===== src/rtl/mc_pkg.sv =====
// Shared constants and types for the multi-cycle MIPS-subset controller:
// opcode/funct codes, FSM state encodings, ALUOP codes and control bundles.
package mc_pkg;

  localparam logic [5:0] OP_RTYPE = 6'h00;
  localparam logic [5:0] OP_J     = 6'h02;
  localparam logic [5:0] OP_JAL   = 6'h03;
  localparam logic [5:0] OP_BEQ   = 6'h04;
  localparam logic [5:0] OP_ADDIU = 6'h09;
  localparam logic [5:0] OP_ORI   = 6'h0D;
  localparam logic [5:0] OP_LUI   = 6'h0F;
  localparam logic [5:0] OP_LW    = 6'h23;
  localparam logic [5:0] OP_SW    = 6'h2B;

  localparam logic [5:0] FN_JR    = 6'h08;
  localparam logic [5:0] FN_ADDU  = 6'h21;
  localparam logic [5:0] FN_SUBU  = 6'h23;

  typedef enum logic [2:0] {
    S_FETCH  = 3'd0,
    S_DECODE = 3'd1,
    S_EXEC   = 3'd2,
    S_MEM    = 3'd3,
    S_WB     = 3'd4
  } state_e;

  typedef enum logic [3:0] {
    ALU_ADD = 4'b0000,
    ALU_SUB = 4'b0001,
    ALU_OR  = 4'b0011,
    ALU_LUI = 4'b0101
  } aluop_e;

  // One-hot instruction class; all zero means unsupported.
  typedef struct packed {
    logic nop;
    logic addu;
    logic subu;
    logic jr;
    logic j;
    logic jal;
    logic beq;
    logic addiu;
    logic ori;
    logic lui;
    logic lw;
    logic sw;
  } instr_flags_t;

  typedef struct packed {
    logic   reg_dst;
    logic   reg31;
    logic   si_ext;
    logic   shift2;
    logic   reg_write;
    logic   alu_src2;
    logic   reg_in;
    logic   mem_write;
    logic   branch;
    logic   j;
    logic   jr;
    logic   jl;
    logic   pc_write;
    logic   ir_write;
    aluop_e alu_op;
  } ctl_t;

endpackage


===== src/rtl/mc_if.sv =====
// Controller <-> datapath bundle: master is the controller, slave the datapath.
interface mc_if;
  import mc_pkg::*;

  logic [31:0] instr;
  logic        zero;
  logic        mem_rdy;
  logic        regDst, reg31, siExt, shift2, regWrite, ALUSrc2, regIn;
  logic        memWrite, branch, j, jr, jl, pcWrite, irWrite;
  aluop_e      ALUOP;
  state_e      state;

  modport master (
    input  instr, zero, mem_rdy,
    output regDst, reg31, siExt, shift2, regWrite, ALUSrc2, regIn,
           memWrite, branch, j, jr, jl, pcWrite, irWrite, ALUOP, state
  );

  modport slave (
    output instr, zero, mem_rdy,
    input  regDst, reg31, siExt, shift2, regWrite, ALUSrc2, regIn,
           memWrite, branch, j, jr, jl, pcWrite, irWrite, ALUOP, state
  );
endinterface


===== src/rtl/mc_decode.sv =====
// Combinational instruction classifier: maps the IR word to one-hot flags.
module mc_decode
  import mc_pkg::*;
(
  input  logic [31:0]  instr,
  output instr_flags_t flags
);

  logic [5:0] opcode;
  logic [5:0] funct;

  assign opcode = instr[31:26];
  assign funct  = instr[5:0];

  always_comb begin
    // NOTE: every output gets a default before the case so no path infers a latch.
    flags = '0;
    if (instr == 32'h0) begin
      flags.nop = 1'b1;
    end else begin
      case (opcode)
        OP_RTYPE: begin
          flags.addu = (funct == FN_ADDU);
          flags.subu = (funct == FN_SUBU);
          flags.jr   = (funct == FN_JR);
        end
        OP_J:     flags.j     = 1'b1;
        OP_JAL:   flags.jal   = 1'b1;
        OP_BEQ:   flags.beq   = 1'b1;
        OP_ADDIU: flags.addiu = 1'b1;
        OP_ORI:   flags.ori   = 1'b1;
        OP_LUI:   flags.lui   = 1'b1;
        OP_LW:    flags.lw    = 1'b1;
        OP_SW:    flags.sw    = 1'b1;
        default:  ;
      endcase
    end
  end

endmodule


===== src/rtl/mc_ctrl.sv =====
// Multi-cycle controller FSM (FETCH/DECODE/EXEC/MEM/WB).
// Optional MC_RETIRE_CNT_EN adds a 32-bit retired-instruction counter port.
module mc_ctrl
  import mc_pkg::*;
(
  input  logic        clk,
  input  logic        reset_n,
  mc_if.master        bus
`ifdef MC_RETIRE_CNT_EN
  ,
  output logic [31:0] retire_cnt
`endif
);

  instr_flags_t f;
  state_e       state_q, state_d;
  ctl_t         opnd, ctl, ctl_out;
  logic         jump, alu_ins, mem_op, to_exec;

  mc_decode u_decode (.instr(bus.instr), .flags(f));

  assign jump    = f.j | f.jal | f.jr;
  assign mem_op  = f.lw | f.sw;
  assign alu_ins = f.addu | f.subu | f.ori | f.lui | f.addiu;
  assign to_exec = (|f) & ~jump & ~f.nop;

  always_ff @(posedge clk) begin
    // NOTE: non-blocking so every flop samples pre-edge values.
    if (!reset_n) state_q <= S_FETCH;
    else          state_q <= state_d;
  end

  // Operand-path controls depend only on instr, so they hold steady EXEC..WB.
  always_comb begin
    opnd          = '0;
    opnd.alu_op   = (f.subu | f.beq) ? ALU_SUB :
                    f.ori            ? ALU_OR  :
                    f.lui            ? ALU_LUI : ALU_ADD;
    opnd.si_ext   = f.addiu | f.lw | f.sw | f.beq;
    opnd.alu_src2 = f.ori | f.lui | f.addiu | f.lw | f.sw;
    opnd.reg_dst  = f.ori | f.lui | f.addiu | f.lw;
    opnd.reg_in   = f.lw;
  end

  always_comb begin
    state_d = S_FETCH;
    ctl     = '0;
    case (state_q)
      S_FETCH: begin
        ctl.ir_write = 1'b1;
        ctl.pc_write = 1'b1;
        state_d      = S_DECODE;
      end
      S_DECODE: begin
        if (jump) begin
          ctl.j         = 1'b1;
          ctl.pc_write  = 1'b1;
          ctl.jr        = f.jr;
          ctl.jl        = f.jal;
          ctl.reg31     = f.jal;
          ctl.reg_write = f.jal;
        end else if (to_exec) begin
          state_d = S_EXEC;
        end
      end
      S_EXEC: begin
        ctl = opnd;
        if (f.beq) begin
          ctl.branch   = 1'b1;
          ctl.shift2   = 1'b1;
          ctl.pc_write = bus.zero;
        end else if (mem_op) begin
          state_d = S_MEM;
        end else if (alu_ins) begin
          state_d = S_WB;
        end
      end
      S_MEM: begin
        ctl           = opnd;
        ctl.mem_write = f.sw;
        if (!bus.mem_rdy)  state_d = S_MEM;
        else if (f.lw)     state_d = S_WB;
      end
      S_WB: begin
        ctl           = opnd;
        ctl.reg_write = 1'b1;
      end
      default: ;
    endcase
  end

  assign ctl_out      = reset_n ? ctl : '0;
  assign bus.state    = reset_n ? state_q : S_FETCH;
  assign bus.regDst   = ctl_out.reg_dst;
  assign bus.reg31    = ctl_out.reg31;
  assign bus.siExt    = ctl_out.si_ext;
  assign bus.shift2   = ctl_out.shift2;
  assign bus.regWrite = ctl_out.reg_write;
  assign bus.ALUSrc2  = ctl_out.alu_src2;
  assign bus.regIn    = ctl_out.reg_in;
  assign bus.memWrite = ctl_out.mem_write;
  assign bus.branch   = ctl_out.branch;
  assign bus.j        = ctl_out.j;
  assign bus.jr       = ctl_out.jr;
  assign bus.jl       = ctl_out.jl;
  assign bus.pcWrite  = ctl_out.pc_write;
  assign bus.irWrite  = ctl_out.ir_write;
  assign bus.ALUOP    = ctl_out.alu_op;

`ifdef MC_RETIRE_CNT_EN
  logic [31:0] retire_q;

  always_ff @(posedge clk) begin
    if (!reset_n)                retire_q <= '0;
    else if (state_d == S_FETCH) retire_q <= retire_q + 32'd1;
  end

  assign retire_cnt = retire_q;
`endif

endmodule


===== src/flat_wrapper.sv =====
// flat-port wrapper written by rule: the top's interface ports become plain ports
module mc_ctrl_flat import mc_pkg::*;
  (clk, reset_n, bus_instr, bus_zero, bus_mem_rdy, bus_regDst, bus_reg31, bus_siExt, bus_shift2, bus_regWrite, bus_ALUSrc2, bus_regIn, bus_memWrite, bus_branch, bus_j, bus_jr, bus_jl, bus_pcWrite, bus_irWrite, bus_ALUOP, bus_state);
  mc_if bus_i ();
  input  logic clk;
  input  logic reset_n;
  input wire logic [$bits(bus_i.instr)-1:0] bus_instr;
  input wire logic [$bits(bus_i.zero)-1:0] bus_zero;
  input wire logic [$bits(bus_i.mem_rdy)-1:0] bus_mem_rdy;
  output wire logic [$bits(bus_i.regDst)-1:0] bus_regDst;
  output wire logic [$bits(bus_i.reg31)-1:0] bus_reg31;
  output wire logic [$bits(bus_i.siExt)-1:0] bus_siExt;
  output wire logic [$bits(bus_i.shift2)-1:0] bus_shift2;
  output wire logic [$bits(bus_i.regWrite)-1:0] bus_regWrite;
  output wire logic [$bits(bus_i.ALUSrc2)-1:0] bus_ALUSrc2;
  output wire logic [$bits(bus_i.regIn)-1:0] bus_regIn;
  output wire logic [$bits(bus_i.memWrite)-1:0] bus_memWrite;
  output wire logic [$bits(bus_i.branch)-1:0] bus_branch;
  output wire logic [$bits(bus_i.j)-1:0] bus_j;
  output wire logic [$bits(bus_i.jr)-1:0] bus_jr;
  output wire logic [$bits(bus_i.jl)-1:0] bus_jl;
  output wire logic [$bits(bus_i.pcWrite)-1:0] bus_pcWrite;
  output wire logic [$bits(bus_i.irWrite)-1:0] bus_irWrite;
  output wire logic [$bits(bus_i.ALUOP)-1:0] bus_ALUOP;
  output wire logic [$bits(bus_i.state)-1:0] bus_state;
  assign bus_i.instr = bus_instr;
  assign bus_i.zero = bus_zero;
  assign bus_i.mem_rdy = bus_mem_rdy;
  assign bus_regDst = bus_i.regDst;
  assign bus_reg31 = bus_i.reg31;
  assign bus_siExt = bus_i.siExt;
  assign bus_shift2 = bus_i.shift2;
  assign bus_regWrite = bus_i.regWrite;
  assign bus_ALUSrc2 = bus_i.ALUSrc2;
  assign bus_regIn = bus_i.regIn;
  assign bus_memWrite = bus_i.memWrite;
  assign bus_branch = bus_i.branch;
  assign bus_j = bus_i.j;
  assign bus_jr = bus_i.jr;
  assign bus_jl = bus_i.jl;
  assign bus_pcWrite = bus_i.pcWrite;
  assign bus_irWrite = bus_i.irWrite;
  assign bus_ALUOP = bus_i.ALUOP;
  assign bus_state = bus_i.state;
  mc_ctrl u_core (.clk(clk), .reset_n(reset_n), .bus(bus_i));
endmodule

===== config.mk =====
export PLATFORM = sky130hd
export DESIGN_NAME = mc_ctrl_flat
export DESIGN_NICKNAME = d
export VERILOG_FILES = /design/src/rtl/mc_pkg.sv /design/src/rtl/mc_if.sv /design/src/rtl/mc_decode.sv /design/src/rtl/mc_ctrl.sv /design/src/flat_wrapper.sv
export SDC_FILE = /design/constraint.sdc
export NUM_CORES = 1
export LEC_CHECK = 0
export ABC_CLOCK_PERIOD_IN_PS = 3200
export CAP_MARGIN = 20
export CORE_MARGIN = 1
export CORE_UTILIZATION = 29
export DETAILED_ROUTE_END_ITERATION = 12
export GPL_ROUTABILITY_DRIVEN = 0
export PLACE_DENSITY = 0.75
export REMOVE_ABC_BUFFERS = 1
export SYNTH_ARGS = -nofsm -noshare
export SYNTH_HDL_FRONTEND = slang
export SYNTH_SLANG_ARGS = --single-unit
export TNS_END_PERCENT = 5

===== constraint.sdc =====
create_clock -name clk -period 3.2 [get_ports clk]
set_input_delay 0.8 -clock clk [delete_from_list [all_inputs] [get_ports clk]]
set_output_delay 0.8 -clock clk [all_outputs]
set_load 0.01 [all_outputs]

==> impl_metrics.ini <==
[timing]
holdWs_ns = 0.586
finalCritPeriodShare = 0.987
hold_viol_final = 0
rsz0062_at_grt = true
finalSetupViolCount = 0
period_needed_ns = 3.16
fin_ws_ns = 0.0413
clock_skew_ns = 0.00117
fmax_mhz = 317
drv_slew = 0

[placement]
placed_cell_area_um2 = 1330
portBuffers = 55
hpwl_mm = 2.21
pre_cts_ws_ns = -0.706

[critical_path]
cp_cell_sequence = clkdlybuf4s15_1 -> or4_4 -> buf_4 -> nor3_2 -> mux2_2 -> and3_1 -> clkdlybuf4s15_1
timing.rr.start = u_core.state_q[2]
cp_common_cell = clkdlybuf4s15_1
critPathRequiredTime_ns = 2.40
crit_arrival_ns = 2.36
crit_fanout = 3
path_class = in2out
cp_slowest_cell = or4_4
crit_path_end_kind = output port
regToRegSetupSlack_ns = 1.80
worstRegToRegCells = 4
critPathLaunchType = primary input
reg2reg_to = u_core.state_q[0]
slowest_delay_ns = 0.52

[synthesis]
syn-instance-count = 91
synth_xor_area_frac = 0
synth_edf_count = 0
ys_seq_area_frac = 0.102
synthTopCellsByArea = dfxtp_1 (10%), nor4_1 (7.4%), a21oi_1 (6.8%)
synth-adder-area-share = 0
synth-seq-cells = 3
synth_compound_area_frac = 0.186
netlist_area_um2 = 591
synth_async_sr_flop_share = 0
yosysTopAreaCellShare = 0.102
yosys.area.top_type = dfxtp_1
synth_cell_type_count = 38
avgSynthCellArea_um2 = 6.49
synthSimpleGateAreaFrac = 0.557
synth_mux_area_frac = 0.0360
synth_top_family_by_area = simple AND/OR/NAND/NOR gates
yosys_most_used_dff = dfxtp_1
yosys_warnings = 0

[routing]
dr_total_vias = 1018
ant_nets = 0
vias_per_cell = 5.14
routedWlPerCell_um = 13.7
drtIter0Drc = 23
firstDrtPassIters = 4
drc = 0
drt_wl_total_mm = 2.70

[clocking]
cts_sinks = 3
htreeDepth = 1
clkSlewWorstSetupHoldPaths_ns = 0.04
tritoncts = yes
clock_latency_ns = 0.22
clockRootBuffer = clkbuf_4
clockBufferDepth = 2
cts_buffers = 3
cts_hold_buf = 0

[power]
intPower_mw = 0.153
vdd_drop_max_v = 0.000151
pwr-share-clk = 0.298
p_leak_nw = 0.619
power_frac_comb = 0.507
switchingPower_mw = 0.0596
swShare = 0.281
seqPwrFrac = 0.194
powerDensity_nw_per_um2 = 153

[final_layout]
area_growth_pct = 135
nNetsFinal = 210
largest_reg_flops = 3
diodes = 0
postLayoutCoreUtil = 0.763
mostFrequentLayoutCells = buf_4 (31), clkdlybuf4s50_1 (30), dlygate4sd2_1 (10), nor2_1 (9)
final_common_cell = buf_4
top_register = u_core.state_q
finalInstanceArea_um2 = 1390
drive_above_1_share = 0.364
multi_input_comb_area_um2 = 522
top_regs = u_core.state_q: 3 flops
num-fill-cells = 149
regArea_um2 = 60.1

[global_routing]
grt_pass1_wl_mm = 4.23
overflow = 0
grt_usage = 0.265
grt_max_degree = 10
grt_pass1_vias = 954
antenna_found_initial = 0

[die]
rows = 15
die_area_um2 = 2220
die_h_um = 47.1
core_um2 = 1820
pin_count = 57
dieWidth_um = 47.1
floorplan.initialDensity = 0.324

[hold_path]
hold_end = u_core.state_q[0]
hp-start = u_core.state_q[1]
hold_class = reg2reg
hold_path_depth = 1

[status]
outcome = finished clean

[run]
max_cap_violations = 0
## worst max-delay path: cells and delay by family
kind / cells / cell delay (ns)
muxes: 1 / 0.17
buffers and inverters: 3 / 0.59
and+or+nand+nor: 3 / 0.79
## area by class of cell
class | count | share of cell area
sequential | 3 | 0.0432
multi-input combinational | 77 | 0.376
tap | 25 | 0.0225
clock buffer | 4 | 0.0189
inverter | 3 | 0.00811
timing repair buffer | 86 | 0.532
## worst max-delay path by stage
stage                        from           end  slack [ns]  cells past startpoint
finish              bus_instr[29]  bus_regWrite        0.04                      7
detailed placement  bus_instr[31]   bus_pcWrite       -0.71                      5
global route        bus_instr[29]  bus_regWrite       -0.03                      7
floorplan           bus_instr[31]        bus_jl        0.31                      3
CTS                  bus_instr[2]  bus_ALUOP[0]       -0.22                      7
global placement    bus_instr[31]  bus_ALUOP[0]       -0.65                      7
## kinds of logic (layout without fill, tap and decap cells)
group | Yosys count | after routing
and+or+nand+nor | 55 | 55
muxes | 2 | 2
AOI/OAI and AO/OA | 19 | 19
other | 1 | 1
buffers and inverters | 11 | 93
DFF | 3 | 3
## synth_stat cells (2+ instances only)
| library cell | count |
|---|---|
| nor4_1 | 7 |
| and3_1 | 2 |
| o211ai_1 | 2 |
| o21ai_1 | 3 |
| nor3_1 | 7 |
| or4_4 | 2 |
| dfxtp_1 | 3 |
| and2_1 | 2 |
| or4_1 | 2 |
| nand4_1 | 2 |
| buf_4 | 4 |
| nor3b_1 | 2 |
| nand3_1 | 4 |
| or2_2 | 2 |
| nor2_1 | 10 |
| inv_1 | 3 |
| a21oi_1 | 8 |
| nand2_1 | 5 |
| o21ai_0 | 2 |
## stage by stage
| step | instances | total power, mW | setup TNS (ns) |
|---|---|---|---|
| after CTS | 196 | 0.211 | -0.220 |
| after floorplan | 83 | 0.0633 | 0 |
| after global placement | 191 | 0.143 | -6.97 |
| after global routing | 198 | 0.227 | -0.0259 |
| final | 198 | 0.212 | 0 |
| after detailed placement | 191 | 0.147 | -7.43 |
## power by group through the flow
stage          Clock, mW  Combinational, mW  Sequential, mW
3_5_place_dp           0              0.105          0.0417
4_1_cts           0.0641              0.106          0.0411
2_1_floorplan          0             0.0222          0.0410
5_1_grt           0.0701              0.115          0.0414
6_report          0.0634              0.108          0.0413
3_3_place_gp           0              0.102          0.0417
## routing by layer
metal | global-route usage | part of all wire | vias up
li1 | - | - | 502
met1 | 0.333 | 0.41 | 471
met2 | 0.458 | 0.51 | 35
met3 | 0.0385 | 0.040 | 10
met4 | 0.0914 | 0.034 | 0
met5 | 0 | 0 | -
## timing repair
action | in CTS | in global routing
resized for setup | 59 | 10
pin swaps | 4 | 4
setup buffers | 1 | 2
endpoints found under the setup margin | 17 | 4
cloned | 0 | 0
Note: power is estimated with default switching activity, not from simulation.
